--- src/rtl/bw_seq_multiplier_pkg.sv ---
// Shared types and constants for the sequential Baugh-Wooley multiplier.
// Holds the FSM state encoding and the correction-constant helper.
package bw_pkg;

  typedef enum logic [1:0] {
    S_IDLE = 2'd0,
    S_CALC = 2'd1,
    S_DONE = 2'd2
  } state_t;

  // Baugh-Wooley correction constant 2^n + 2^(2n-1); valid for n <= 32.
  function automatic logic [63:0] bw_corr(input int unsigned n);
    bw_corr = (64'd1 << n) | (64'd1 << (2 * n - 1));
  endfunction

endpackage

--- src/rtl/bw_seq_multiplier_if.sv ---
// Operand/product handshake bundle for bw_seq_multiplier.
// master = operand producer / product consumer, slave = multiplier.
interface bw_seq_multiplier_if #(
  parameter int N = 8
);
  logic             in_valid;
  logic             in_ready;
  logic [N-1:0]     a;
  logic [N-1:0]     b;
  logic             out_valid;
  logic             out_ready;
  logic [2*N-1:0]   product;

  modport master (
    output in_valid, a, b, out_ready,
    input  in_ready, out_valid, product
  );

  modport slave (
    input  in_valid, a, b, out_ready,
    output in_ready, out_valid, product
  );
endinterface

--- src/rtl/bw_seq_multiplier_row_adder.sv ---
// Purpose: 2N-bit ripple adder (full_adder chain) folding one shifted row into the accumulator.
// Latency: combinational; carry out of the top bit is dropped (modulo 2^W).
// Backpressure: none, pure datapath.
module full_adder (
  input  logic a,
  input  logic b,
  input  logic cin,
  output logic sum,
  output logic Cout
);
  assign sum  = a ^ b ^ cin;
  assign Cout = (a & b) | (a & cin) | (b & cin);
endmodule

module bw_row_adder #(
  parameter int W = 16
) (
  input  logic [W-1:0] x,
  input  logic [W-1:0] y,
  output logic [W-1:0] s
);
  logic [W-1:0] c;
  logic         cout_unused;

  assign c[0] = 1'b0;

  for (genvar k = 0; k < W; k++) begin : g_fa
    if (k < W - 1) begin : g_mid
      full_adder u_fa (
        .a   (x[k]),
        .b   (y[k]),
        .cin (c[k]),
        .sum (s[k]),
        .Cout(c[k+1])
      );
    end else begin : g_top
      full_adder u_fa (
        .a   (x[k]),
        .b   (y[k]),
        .cin (c[k]),
        .sum (s[k]),
        .Cout(cout_unused)
      );
    end
  end
endmodule

--- src/rtl/bw_seq_multiplier.sv ---
// Purpose: sequential signed NxN Baugh-Wooley multiplier, one partial-product row per clock.
// Latency: out_valid N+1 cycles after accept (1 cycle for a zero operand with BW_SEQ_EARLY_ZERO_EN).
// Backpressure: product held in DONE until out_ready; in_ready only in IDLE.
module bw_seq_multiplier
  import bw_pkg::*;
#(
  parameter int N  = 8,
  parameter int CW = $clog2(N)
) (
  input  logic                 clk,
  input  logic                 rst,
  bw_seq_multiplier_if.slave   bus,
  output logic                 busy
);

  localparam logic [2*N-1:0] CORR = (2 * N)'(bw_corr(N));
  localparam logic [CW-1:0]  LAST = CW'(N - 1);

  state_t          state_q, state_d;
  logic [N-1:0]    a_q, b_q;
  logic [2*N-1:0]  acc_q;
  logic [CW-1:0]   row_q;
  logic [N-1:0]    row_bits;
  logic [2*N-1:0]  row_sh;
  logic [2*N-1:0]  acc_sum;
  logic            in_ready_c, out_valid_c, busy_c;
  logic            zero_op;

  assign zero_op = (bus.a == '0) || (bus.b == '0);

  // Sign-weighted terms (exactly one index at N-1) enter inverted.
  always_comb begin
    row_bits = '0;
    for (int i = 0; i < N; i++) begin
      row_bits[i] = (a_q[i] & b_q[row_q]) ^ ((i == N - 1) != (row_q == LAST));
    end
  end

  assign row_sh = {{N{1'b0}}, row_bits} << row_q;

  bw_row_adder #(.W(2 * N)) u_row_adder (
    .x(acc_q),
    .y(row_sh),
    .s(acc_sum)
  );

  always_ff @(posedge clk or posedge rst) begin
    if (rst) begin
      state_q <= S_IDLE;
    end else begin
      state_q <= state_d;
    end
  end

  always_comb begin
    state_d     = state_q;
    in_ready_c  = 1'b0;
    out_valid_c = 1'b0;
    busy_c      = 1'b0;
    case (state_q)
      S_IDLE: begin
        in_ready_c = 1'b1;
        if (bus.in_valid) begin
`ifdef BW_SEQ_EARLY_ZERO_EN
          state_d = zero_op ? S_DONE : S_CALC;
`else
          state_d = S_CALC;
`endif
        end
      end
      S_CALC: begin
        busy_c = 1'b1;
        if (row_q == LAST) state_d = S_DONE;
      end
      S_DONE: begin
        out_valid_c = 1'b1;
        if (bus.out_ready) state_d = S_IDLE;
      end
      default: state_d = S_IDLE;
    endcase
  end

  always_ff @(posedge clk or posedge rst) begin
    if (rst) begin
      a_q   <= '0;
      b_q   <= '0;
      acc_q <= '0;
      row_q <= '0;
    end else begin
      case (state_q)
        S_IDLE: begin
          if (bus.in_valid) begin
            a_q   <= bus.a;
            b_q   <= bus.b;
            row_q <= '0;
`ifdef BW_SEQ_EARLY_ZERO_EN
            acc_q <= zero_op ? '0 : CORR;
`else
            acc_q <= CORR;
`endif
          end
        end
        S_CALC: begin
          acc_q <= acc_sum;
          row_q <= (row_q == LAST) ? '0 : row_q + CW'(1);
        end
        default: ;
      endcase
    end
  end

  // The operand-zero test only matters to the early-exit build.
  logic zero_op_unused;
  assign zero_op_unused = zero_op;

  assign bus.in_ready  = in_ready_c;
  assign bus.out_valid = out_valid_c;
  assign bus.product   = acc_q;
  assign busy          = busy_c;

endmodule

--- src/flat_wrapper.sv ---
// flat-port wrapper written by rule: the top's interface ports become plain ports
module bw_seq_multiplier_flat import bw_pkg::*;
#(
  parameter int N  = 8,
  parameter int CW = $clog2(N)
)
  (clk, rst, busy, bus_in_valid, bus_a, bus_b, bus_out_ready, bus_in_ready, bus_out_valid, bus_product);
  bw_seq_multiplier_if #(.N(N)) bus_i ();
  input  logic clk;
  input  logic rst;
  output logic busy;
  input wire logic [$bits(bus_i.in_valid)-1:0] bus_in_valid;
  input wire logic [$bits(bus_i.a)-1:0] bus_a;
  input wire logic [$bits(bus_i.b)-1:0] bus_b;
  input wire logic [$bits(bus_i.out_ready)-1:0] bus_out_ready;
  output wire logic [$bits(bus_i.in_ready)-1:0] bus_in_ready;
  output wire logic [$bits(bus_i.out_valid)-1:0] bus_out_valid;
  output wire logic [$bits(bus_i.product)-1:0] bus_product;
  assign bus_i.in_valid = bus_in_valid;
  assign bus_i.a = bus_a;
  assign bus_i.b = bus_b;
  assign bus_i.out_ready = bus_out_ready;
  assign bus_in_ready = bus_i.in_ready;
  assign bus_out_valid = bus_i.out_valid;
  assign bus_product = bus_i.product;
  bw_seq_multiplier #(.N(N), .CW(CW)) u_core (.clk(clk), .rst(rst), .bus(bus_i), .busy(busy));
endmodule
--- config.mk ---
export PLATFORM = sky130hd
export DESIGN_NAME = bw_seq_multiplier_flat
export DESIGN_NICKNAME = d
export VERILOG_FILES = /design/src/rtl/bw_seq_multiplier_pkg.sv /design/src/rtl/bw_seq_multiplier_if.sv /design/src/rtl/bw_seq_multiplier_row_adder.sv /design/src/rtl/bw_seq_multiplier.sv /design/src/flat_wrapper.sv
export SDC_FILE = /design/constraint.sdc
export NUM_CORES = 1
export LEC_CHECK = 0
export CORE_MARGIN = 2
export CORE_UTILIZATION = 35
export CTS_BUF_LIST = sky130_fd_sc_hd__clkbuf_16
export DETAILED_ROUTE_END_ITERATION = 6
export PLACE_DENSITY_LB_ADDON = 0.3
export SYNTH_ARGS = -nofsm -noshare
export SYNTH_HDL_FRONTEND = slang
export SYNTH_SLANG_ARGS = --single-unit
--- constraint.sdc ---
create_clock -name clk -period 19.8 [get_ports clk]
set_clock_uncertainty 0.15 [all_clocks]
set_input_delay 2.97 -clock clk [delete_from_list [all_inputs] [get_ports clk]]
set_output_delay 2.97 -clock clk [all_outputs]
set_load 0.02 [all_outputs]
==> results of run 1 <==
worst max-delay path: cells and delay by family, from the launching register on:
kind                       cells  cell delay (ns)
AOI/OAI and AO/OA              1             0.14
xor gates and xnor gates       1             0.16
buffers and inverters          7             0.68
DFF                            1             0.41
muxes                          2             1.23
adders and majority gates     14             4.25
and+or+nand+nor                3             0.38
how the worst max path moves through the flow:
stage,cells after the start,startpoint,to,slack [ns]
floorplan,30,u_core.row_q[0],u_core.bus.product[15],12.92
global placement,28,u_core.row_q[0],u_core.bus.product[15],12.35
detailed placement,27,u_core.row_q[0],u_core.bus.product[14],12.28
CTS,28,u_core.row_q[0],u_core.bus.product[15],12.26
global route,28,u_core.row_q[0],u_core.bus.product[15],11.75
finish,28,u_core.row_q[0],u_core.bus.product[15],12.29
stage by stage:
step	hold slack, ns	utilization [%]
2_1_floorplan	0.290	-
3_3_place_gp	0.307	39.9
3_5_place_dp	0.312	39.9
4_1_cts	0.327	42.0
5_1_grt	0.350	42.0
6_report	0.321	42.0
layout by cell type, fill, tap and decap left out, types with 3 or more instances in the layout:
cell type        instances
nor3_1                   4
ha_1                     3
nand3_1                  8
fa_1                    14
inv_1                   16
nor2_1                  17
a31oi_1                  4
a211oi_1                 3
mux2_2                   4
clkinv_1                 3
nand2_1                 81
nand2b_1                 4
clkdlybuf4s50_1         38
dfrtp_1                 37
xnor2_1                  5
o21ai_0                 26
a21oi_1                  7
buf_4                    6
mux2i_1                 10
mux4_2                   3
clkbuf_16                5
o31ai_1                  4
cells by family after synthesis:
group / Yosys count
flops: 37
xor+xnor: 5
simple gates: 124
buf+inv: 58
compound gates: 59
fa+ha+maj: 17
mux: 18
layout make-up:
type / count / area, um^2 / share of cell area [%]
sequential: 37 / 926 / 29.0
clock buffer: 5 / 125 / 3.91
multi-input combinational: 223 / 1490 / 46.4
inverter: 18 / 67.6 / 2.11
clock inverter: 3 / 41.3 / 1.29
timing repair buffer: 44 / 425 / 13.3
tap: 102 / 128 / 3.99
sequential cells by signal (all words and copies together), names as in the netlist:
signal	count
u_core.b_q	8
u_core.state_q	2
u_core.row_q	3
u_core.bus.product	16
u_core.a_q	8
routing by layer:
layer | vias to the layer above | track usage (%) | routed length, um
met5 | - | 0 | 0
met4 | 0 | 4.60 | 95
met3 | 6 | 2.71 | 164
met2 | 38 | 24.3 | 2880
met1 | 1070 | 21.6 | 3020
li1 | 1076 | - | -
power by group through the flow:
stage          combinational, mW  clock (mW)  sequential [mW]
2_1_floorplan              0.304           0            0.137
3_3_place_gp               0.374           0            0.145
3_5_place_dp               0.376           0            0.147
4_1_cts                    0.377      0.0930            0.145
5_1_grt                    0.427      0.0956            0.150
6_report                   0.375      0.0908            0.145
==> flow_summary.yaml, run 1 <==
outcome:
  status: "complete, no violations"
power_and_ir_drop:
  peakVddDrop_mv: 0.0658
  p_sw_mw: 0.282
  p_leak_nw: 1.40
  swShare_pct: 46.2
  p_comb_share_pct: 61.4
  p_int_mw: 0.329
  clkPwrFrac_pct: 14.9
  seqPwrFrac_pct: 23.7
  p_per_area_nw_per_um2: 191
  power_mw: 0.610
sta:
  period_share_pct: 37.9
  worstMarginPinSlew_ns: 0.997
  clock.fmax_mhz: 133
  finalMaxSlewViolations: 0
  hold_viol: 0
  rsz0062_at_grt: "false"
  tns_ns: 0
  min_period_ns: 7.51
  timing.slew.headroom_pct: 33.5
  finalSetupViolCount: 0
  setup_ws_ns: 12.29
worst_setup_path:
  worst-setup-path-type: "flop to flop"
  path_common_cell: "fa_1"
  critPathRequiredTime_ns: 19.83
  reg2reg_from: "u_core.row_q[0]"
  crit_path_end_kind: "flop"
  crit_arrival_ns: 7.54
  r2r_end: "u_core.bus.product[15]"
  cp_slowest_stage_delay_ns: 0.66
  cp_max_fo: 23
  r2r.worst_path.cells: 28
  cp_slowest_cell: "mux2i_1"
  startpoint_type: "flop"
  regToRegSetupSlack_ns: 12.29
logic_synthesis:
  syn-num-nets: 355
  yosysSeqAreaShare_pct: 34.3
  synth-simple-area-share_pct: 19.5
  synth_warnings: 0
  synth_compound_area_share_pct: 13.7
  ys.flop_type: "dfrtp_1"
  synth_cells: 318
  synthMuxAreaShare_pct: 8.44
  synthTopCellsByCount: "nand2_1 (81), dfrtp_1 (37), o21ai_0 (26)"
  synth_top_family_by_area: "simple AND/OR/NAND/NOR gates"
  ys_async_sr_fraction_pct: 100
  synth_xor_area_share_pct: 1.62
  synth_top_area_share_pct: 34.3
  syn_area_um2: 2700
  synthAdderAreaFrac_pct: 11.8
  synth_largest_area_cell: "dfrtp_1"
  ys_seq_elements: 37
  synth.area.top_cells: "dfrtp_1 (34%), nand2_1 (11%), fa_1 (10%)"
  avgSynthCellArea_um2: 8.48
  yosysMostFrequentCell: "nand2_1"
  yosysUniqueCellTypes: 42
  synth-edff-count: 0
flow_run:
  maxCapViolations: 0
place:
  placed_area_um2: 3030
  dp_slack_ns: 12.28
  port_buffers: 38
  placed_cells: 424
  gp_congestion: 0.870
  hpwl_um: 4210
die:
  rows: 32
  fp.dieH_um: 91.8
  core-area_um2: 7610
  ios: 39
  initial_core_util_pct: 35.5
  die_w_um: 91.8
  die_area_um2: 8430
cts:
  clock_latency_ns: 0.28
  h-tree-depth: 2
  clockBufferDepth: 2
  cts_tree: "done"
  postCtsHoldBufs: 0
  clkTransAtPathRegs_ns: 0.06
  post_cts_buffers: 0
  root_buffer: "clkbuf_16"
  post_cts_resized: 0
  cts.sinks: 37
  cts_inserted_buffers: 5
min_path:
  hold_class: "flop to flop"
  holdPathStages: 2
  min_from: "u_core.b_q[7]"
  hold_end: "u_core.b_q[7]"
layout:
  drive_gt1_share_pct: 7.58
  synthToLayoutAreaGrowth_pct: 18.6
  nFillCells: 787
  final_cell_count_no_fill: 432
  final_area_um2: 3200
  antennaDiodeCount: 0
  fin_nets: 366
drt:
  antenna_left: 0
  wire_per_inst_um: 14.3
  num_vias: 2190
  drtIter0Drc: 182
  drc_errors: 0
  wirelength_um: 6160
  via_per_inst: 5.07
  first_pass_iters: 4
grt:
  grt_max_degree: 38
  grt_pass1_wl_um: 10300
  grt_use_total_pct: 15.3
  grt_pass1_vias: 2016
  overflow: 0
  antenna_found_initial: 0
Power figures use the tool's default switching activity.
==> run 2: changes to the inputs <==
==> constraint.sdc (replaced) <==
create_clock -name clk -period 6.7 [get_ports clk]
set_clock_uncertainty 0.15 [all_clocks]
set_input_delay 1.005 -clock clk [delete_from_list [all_inputs] [get_ports clk]]
set_output_delay 1.005 -clock clk [all_outputs]
set_load 0.02 [all_outputs]
==> run 2 against run 1 <==
Critical path depth unchanged. Via count increased by 1.2%. Die area unchanged. Wire length down 1.7%. Largest power group unchanged.
==> flow_summary.yaml, run 2 (synthesized netlist as in run 1, its figures left out) <==
drt:
  via_per_inst: 5.02
  wire_per_inst_um: 13.7
  antenna_left: 0
  drtIter0Drc: 106
  wirelength_um: 6060
  drc_errors: 0
  num_vias: 2216
  first_pass_iters: 4
cts:
  clockBufferDepth: 2
  cts_tree: "done"
  clock_latency_ns: 0.28
  clkTransAtPathRegs_ns: 0.06
  postCtsHoldBufs: 0
  cts.sinks: 37
  h-tree-depth: 2
  cts_inserted_buffers: 5
  root_buffer: "clkbuf_16"
power_and_ir_drop:
  p_leak_nw: 1.42
  power_mw: 1.93
  p_per_area_nw_per_um2: 575
  peakVddDrop_mv: 0.158
sta:
  hold_viol: 0
  holdWs_ns: 0.329
  finalSetupViolCount: 0
  clock.fmax_mhz: 154
  timing.slew.headroom_pct: 29.8
  setup_ws_ns: 0.196
  min_period_ns: 6.50
  worstMarginPinSlew_ns: 1.05
  rsz0062_at_grt: "true"
  finalMaxSlewViolations: 0
  period_share_pct: 97.1
  tns_ns: 0
die:
  rows: 32
  ios: 39
  initial_core_util_pct: 35.5
  core-area_um2: 7610
  die_w_um: 91.8
  fp.dieH_um: 91.8
  die_area_um2: 8430
worst_setup_path:
  worst-setup-path-type: "flop to flop"
  path_common_cell: "fa_2"
  r2r_end: "u_core.bus.product[15]"
  regToRegSetupSlack_ns: 0.20
  reg2reg_from: "u_core.row_q[0]"
  r2r.worst_path.cells: 28
  startpoint_type: "flop"
  critPathRequiredTime_ns: 6.74
  cp_slowest_stage_delay_ns: 0.55
  crit_path_end_kind: "flop"
  cp_slowest_cell: "mux4_2"
  cp_max_fo: 3
  crit_arrival_ns: 6.55
grt:
  overflow: 0
  grt_pass1_wl_um: 10600
  antenna_found_initial: 0
  grt_pass1_vias: 2184
  grt_use_total_pct: 15.4
  grt_max_degree: 38
layout:
  synthToLayoutAreaGrowth_pct: 24.7
  largest_reg_flops: 16
  final_common_cell: "nand2_1"
  fin_nets: 375
  final_cell_mix: "nand2_1 (80), clkdlybuf4s50_1 (38), dfrtp_1 (37), o21ai_0 (24), nor2_1 (17)"
  final_area_um2: 3360
  nFillCells: 766
  drive_gt1_share_pct: 18.6
  multi_input_area_um2: 1580
  antennaDiodeCount: 0
  regArea_um2: 926
place:
  placed_area_um2: 3100
  dp_slack_ns: -0.0311
  gp_congestion: 0.853
  hpwl_um: 4180
  port_buffers: 38
min_path:
  min_from: "u_core.b_q[4]"
  hold_end: "u_core.b_q[4]"
  holdPathStages: 2
  hold_class: "flop to flop"
flow_run:
  maxCapViolations: 0
outcome:
  status: "complete, no violations"
run 2: changes by cell type in the layout (fill, tap and decap cells not counted), moves of 2 or more:
| cell | change |
|---|---|
| o21ai_0 | -2 |
| fa_1 | -14 |
| buf_4 | +9 |
| inv_2 | +6 |
| inv_1 | -6 |
| fa_2 | +14 |
run 2: final cells by class:
cell class / count / share of cell area [%]
repair buffers: 53 / 14.7
clock buffers: 5 / 3.72
multi-input cells: 223 / 47.1
flip-flops and latches: 37 / 27.5
inverters: 18 / 2.01
well taps: 102 / 3.79
clock inverters: 3 / 1.23
run 2: stage by stage:
step,utilization (%),std cells
3_5_place_dp,40.7,430
4_1_cts,43.1,440
5_1_grt,44.2,441
3_3_place_gp,40.7,430
6_report,44.2,441
2_1_floorplan,-,318
run 2: layer usage:
layer,GRT usage (%),up-vias,routed length (um)
met3,2.30,6,215
li1,-,1086,-
met5,0,-,0
met4,3.73,0,74
met2,26.0,52,2770
met1,20.9,1072,3000
run 2: what timing repair did:
action | CTS | global route
endpoints found under the setup margin | 2 | 2
pin swaps | 0 | 4
buffers inserted | 2 | 1
resized for setup | 0 | 26
run 2: how the worst max path moves through the flow:
stage | endpoint | startpoint | slack [ns]
2_1_floorplan | u_core.bus.product[15] | u_core.row_q[0] | 0.005
3_3_place_gp | u_core.bus.product[15] | u_core.row_q[0] | 0.09
3_5_place_dp | u_core.bus.product[15] | u_core.row_q[0] | -0.03
4_1_cts | u_core.bus.product[15] | u_core.row_q[0] | 0.007
5_1_grt | u_core.bus.product[15] | u_core.row_q[0] | -0.1
6_report | u_core.bus.product[15] | u_core.row_q[0] | 0.20
run 2: where the power goes:
group | switching (mW) | internal (mW) | leakage, nW | total, mW
Sequential | 0.0968 | 0.337 | 0.457 | 0.434
Combinational | 0.689 | 0.545 | 0.888 | 1.23
Clock | 0.0914 | 0.174 | 0.0775 | 0.266
run 2: worst max-delay path, delay by kind of cell (launching register included):
family                   cells  cell delay (ns)
AO/OA/AOI/OAI                1             0.12
XOR/XNOR                     1             0.11
adder cells (fa/ha/maj)     15             4.19
buffers and inverters        6             0.29
flip-flops                   1             0.40
multiplexers                 2             0.85
AND/OR/NAND/NOR              3             0.31
==> run 3: changes to the inputs <==
--- a/config.mk
+++ b/config.mk
@@ -9,7 +9,8 @@
 export CORE_UTILIZATION = 35
 export CTS_BUF_LIST = sky130_fd_sc_hd__clkbuf_16
 export DETAILED_ROUTE_END_ITERATION = 6
-export PLACE_DENSITY_LB_ADDON = 0.3
+export PLACE_DENSITY = 0.59
 export SYNTH_ARGS = -nofsm -noshare
 export SYNTH_HDL_FRONTEND = slang
+export SYNTH_HIERARCHICAL = 1
 export SYNTH_SLANG_ARGS = --single-unit
==> run 3 against run 2 <==
The run now ends with setup timing left. Via count decreased by 4.2%. Global-route usage increased by 1.3 points. Design area decreased by 0.97%. Area after synthesis decreased by 6.8%. Clock-buffer cell count unchanged. Final cell count decreased by 3.9%. Wire length decreased by 0.96%. Register-to-register slack got worse by 1.1 ns. Sequential share of layout area increased by 0.27 points. Core utilization increased by 4.3 points. Critical path depth decreased by 5. Sequential cell count unchanged. Critical path type unchanged.
==> flow_summary.yaml, run 3 <==
outcome:
  status: "finished with violations"
  violations: "setup timing"
logic_synthesis:
  synth_top_family_by_area: "simple AND/OR/NAND/NOR gates"
  yosysUniqueCellTypes: 40
  synth-edff-count: 0
  synthAdderAreaFrac_pct: 13.7
  ys.flop_type: "dfrtp_1"
  synth_compound_area_share_pct: 13.7
  synth.area.top_cells: "dfrtp_1 (37%), nand2_1 (13%), fa_1 (13%)"
  avgSynthCellArea_um2: 8.89
  ys_seq_elements: 37
  synth_largest_area_cell: "dfrtp_1"
  yosysMostFrequentCell: "nand2_1"
  synth_warnings: 6
  synth_top_area_share_pct: 36.8
  syn_area_um2: 2510
  ys_async_sr_fraction_pct: 100
  synth-simple-area-share_pct: 20.5
  synth_cells: 283
  synthTopCellsByCount: "nand2_1 (90), dfrtp_1 (37), o21ai_0 (21)"
  synthMuxAreaShare_pct: 8.21
  synth_xor_area_share_pct: 2.79
  yosysSeqAreaShare_pct: 36.8
  syn-num-nets: 321
sta:
  hold_viol: 0
  setup_ws_ns: -0.869
  min_period_ns: 7.57
  finalMaxSlewViolations: 0
  holdWs_ns: 0.324
  finalSetupViolCount: 3
  rsz0062_at_grt: "true"
  clock.fmax_mhz: 132
  worstMarginPinSlew_ns: 1.08
  period_share_pct: 113
  timing.slew.headroom_pct: 27.8
die:
  core-area_um2: 6870
  fp.dieH_um: 88.8
  ios: 39
  die_w_um: 88.8
  initial_core_util_pct: 36.6
  die_area_um2: 7880
  rows: 30
worst_setup_path:
  crit_arrival_ns: 7.55
  worst-setup-path-type: "flop to flop"
  reg2reg_from: "u_core/row_q[0]"
  regToRegSetupSlack_ns: -0.87
  critPathRequiredTime_ns: 6.68
  cp_max_fo: 3
  crit_path_end_kind: "flop"
  startpoint_type: "flop"
  r2r.worst_path.cells: 23
  r2r_end: "u_core/bus.product[15]"
layout:
  synthToLayoutAreaGrowth_pct: 32.4
  final_cell_mix: "nand2_1 (88), clkdlybuf4s50_1 (38), dfrtp_1 (37), buf_4 (19), o21ai_0 (18)"
  multi_input_area_um2: 1550
  regArea_um2: 926
  drive_gt1_share_pct: 16.8
  nFillCells: 668
  largest_reg_flops: 16
  final_common_cell: "nand2_1"
  antennaDiodeCount: 0
  fin_nets: 365
power_and_ir_drop:
  p_leak_nw: 1.47
  p_comb_share_pct: 61.1
  swShare_pct: 43.4
  peakVddDrop_mv: 0.295
  power_mw: 1.94
  seqPwrFrac_pct: 23.1
  p_per_area_nw_per_um2: 583
  p_sw_mw: 0.842
  clkPwrFrac_pct: 15.8
  p_int_mw: 1.10
grt:
  grt_max_degree: 38
  grt_pass1_vias: 2115
  grt_use_total_pct: 16.7
  grt_pass1_wl_um: 10300
  antenna_found_initial: 0
  overflow: 0
drt:
  wl_met3_um: 264
  antenna_left: 0
  drtIter0Drc: 133
  first_pass_iters: 4
  wirelength_um: 6000
  wl_met1_um: 2770
  highest_layer: "met4"
  drc_errors: 0
  route.met2.wl_um: 2940
  via_per_inst: 5.01
  wire_per_inst_um: 14.1
  num_vias: 2124
place:
  dp_slack_ns: -0.892
  hpwl_um: 4270
  port_buffers: 38
  gp_congestion: 0.853
cts:
  cts_tree: "done"
  clock_latency_ns: 0.28
  clkTransAtPathRegs_ns: 0.06
  clockBufferDepth: 2
  root_buffer: "clkbuf_16"
  postCtsHoldBufs: 0
  cts_inserted_buffers: 5
  h-tree-depth: 2
  cts.sinks: 37
min_path:
  hold_end: "u_core/b_q[6]"
  holdPathStages: 2
  min_from: "u_core/b_q[6]"
  hold_class: "flop to flop"
flow_run:
  maxCapViolations: 0
run 3: worst max-delay path, stage by stage, from the launching register on:
cell and delay, ns:
dfrtp_1 0.41, mux4_2 0.53, mux2_4 0.29, nand2_2 0.09, xnor2_2 0.11, nor4_2 0.06
fa_2 0.35, fa_2 0.37, fa_2 0.34, fa_2 0.34, fa_2 0.34, fa_2 0.35
fa_2 0.34, fa_2 0.34, fa_2 0.34, fa_2 0.34, fa_2 0.34, fa_2 0.35
fa_2 0.34, fa_2 0.34, fa_2 0.35, fa_1 0.43, nor2_1 0.11, a21oi_1 0.05
run 3: cell families after synthesis:
kind of cell               Yosys count
AOI/OAI and AO/OA                   54
xor gates and xnor gates             8
adders and majority gates           18
buffers and inverters               26
DFF                                 37
muxes                               14
other                                2
and+or+nand+nor                    124
run 3: power by group through the flow:
| stage | Combinational, mW | Sequential [mW] | Clock, mW |
|---|---|---|---|
| final | 1.18 | 0.448 | 0.307 |
| after global routing | 1.35 | 0.468 | 0.321 |
| after detailed placement | 1.18 | 0.453 | 0 |
| after global placement | 1.16 | 0.449 | 0 |
| after floorplan | 0.796 | 0.482 | 0 |
| after CTS | 1.20 | 0.451 | 0.314 |
run 3: final cells by class:
type	count	share of cell area (%)
Multi-Input combinational cell	220	46.5
Sequential cell	37	27.8
Clock inverter	3	1.95
Inverter	6	0.676
Tap cell	96	3.61
Clock buffer	5	3.76
Timing Repair Buffer	57	15.7
run 3: stage by stage:
step,utilization (%),cell area (um^2),instances,setup TNS (ns)
final,48.5,3330,424,-1.58
after floorplan,-,2580,283,-0.623
after detailed placement,45.5,3120,416,-1.68
after CTS,48.5,3330,424,-1.70
after global routing,48.5,3330,424,-2.26
after global placement,45.5,3120,416,-1.47
run 3: worst max-delay path by stage:
stage,start,depth (start not counted),slack [ns],end
6_report,u_core/row_q[0],23,-0.87,u_core/bus.product[15]
5_1_grt,u_core/row_q[0],23,-1.07,u_core/bus.product[15]
4_1_cts,u_core/row_q[0],23,-0.90,u_core/bus.product[15]
3_5_place_dp,u_core/row_q[0],23,-0.89,u_core/bus.product[15]
3_3_place_gp,u_core/row_q[0],23,-0.81,u_core/bus.product[15]
2_1_floorplan,u_core/row_q[0],23,-0.48,u_core/bus.product[15]
run 3: per-layer routing:
metal | up-vias | global-route usage, %
li1 | 1036 | -
met1 | 1041 | 23.3
met2 | 45 | 27.1
met3 | 2 | 3.36
met4 | 0 | 3.72
met5 | - | 0
run 3: what timing repair did:
action / 4_1_cts / 5_1_grt
resized for setup: 4 / 1
setup buffers: 0 / 0
endpoints found under the setup margin: 3 / 4
cloned: 0 / 0
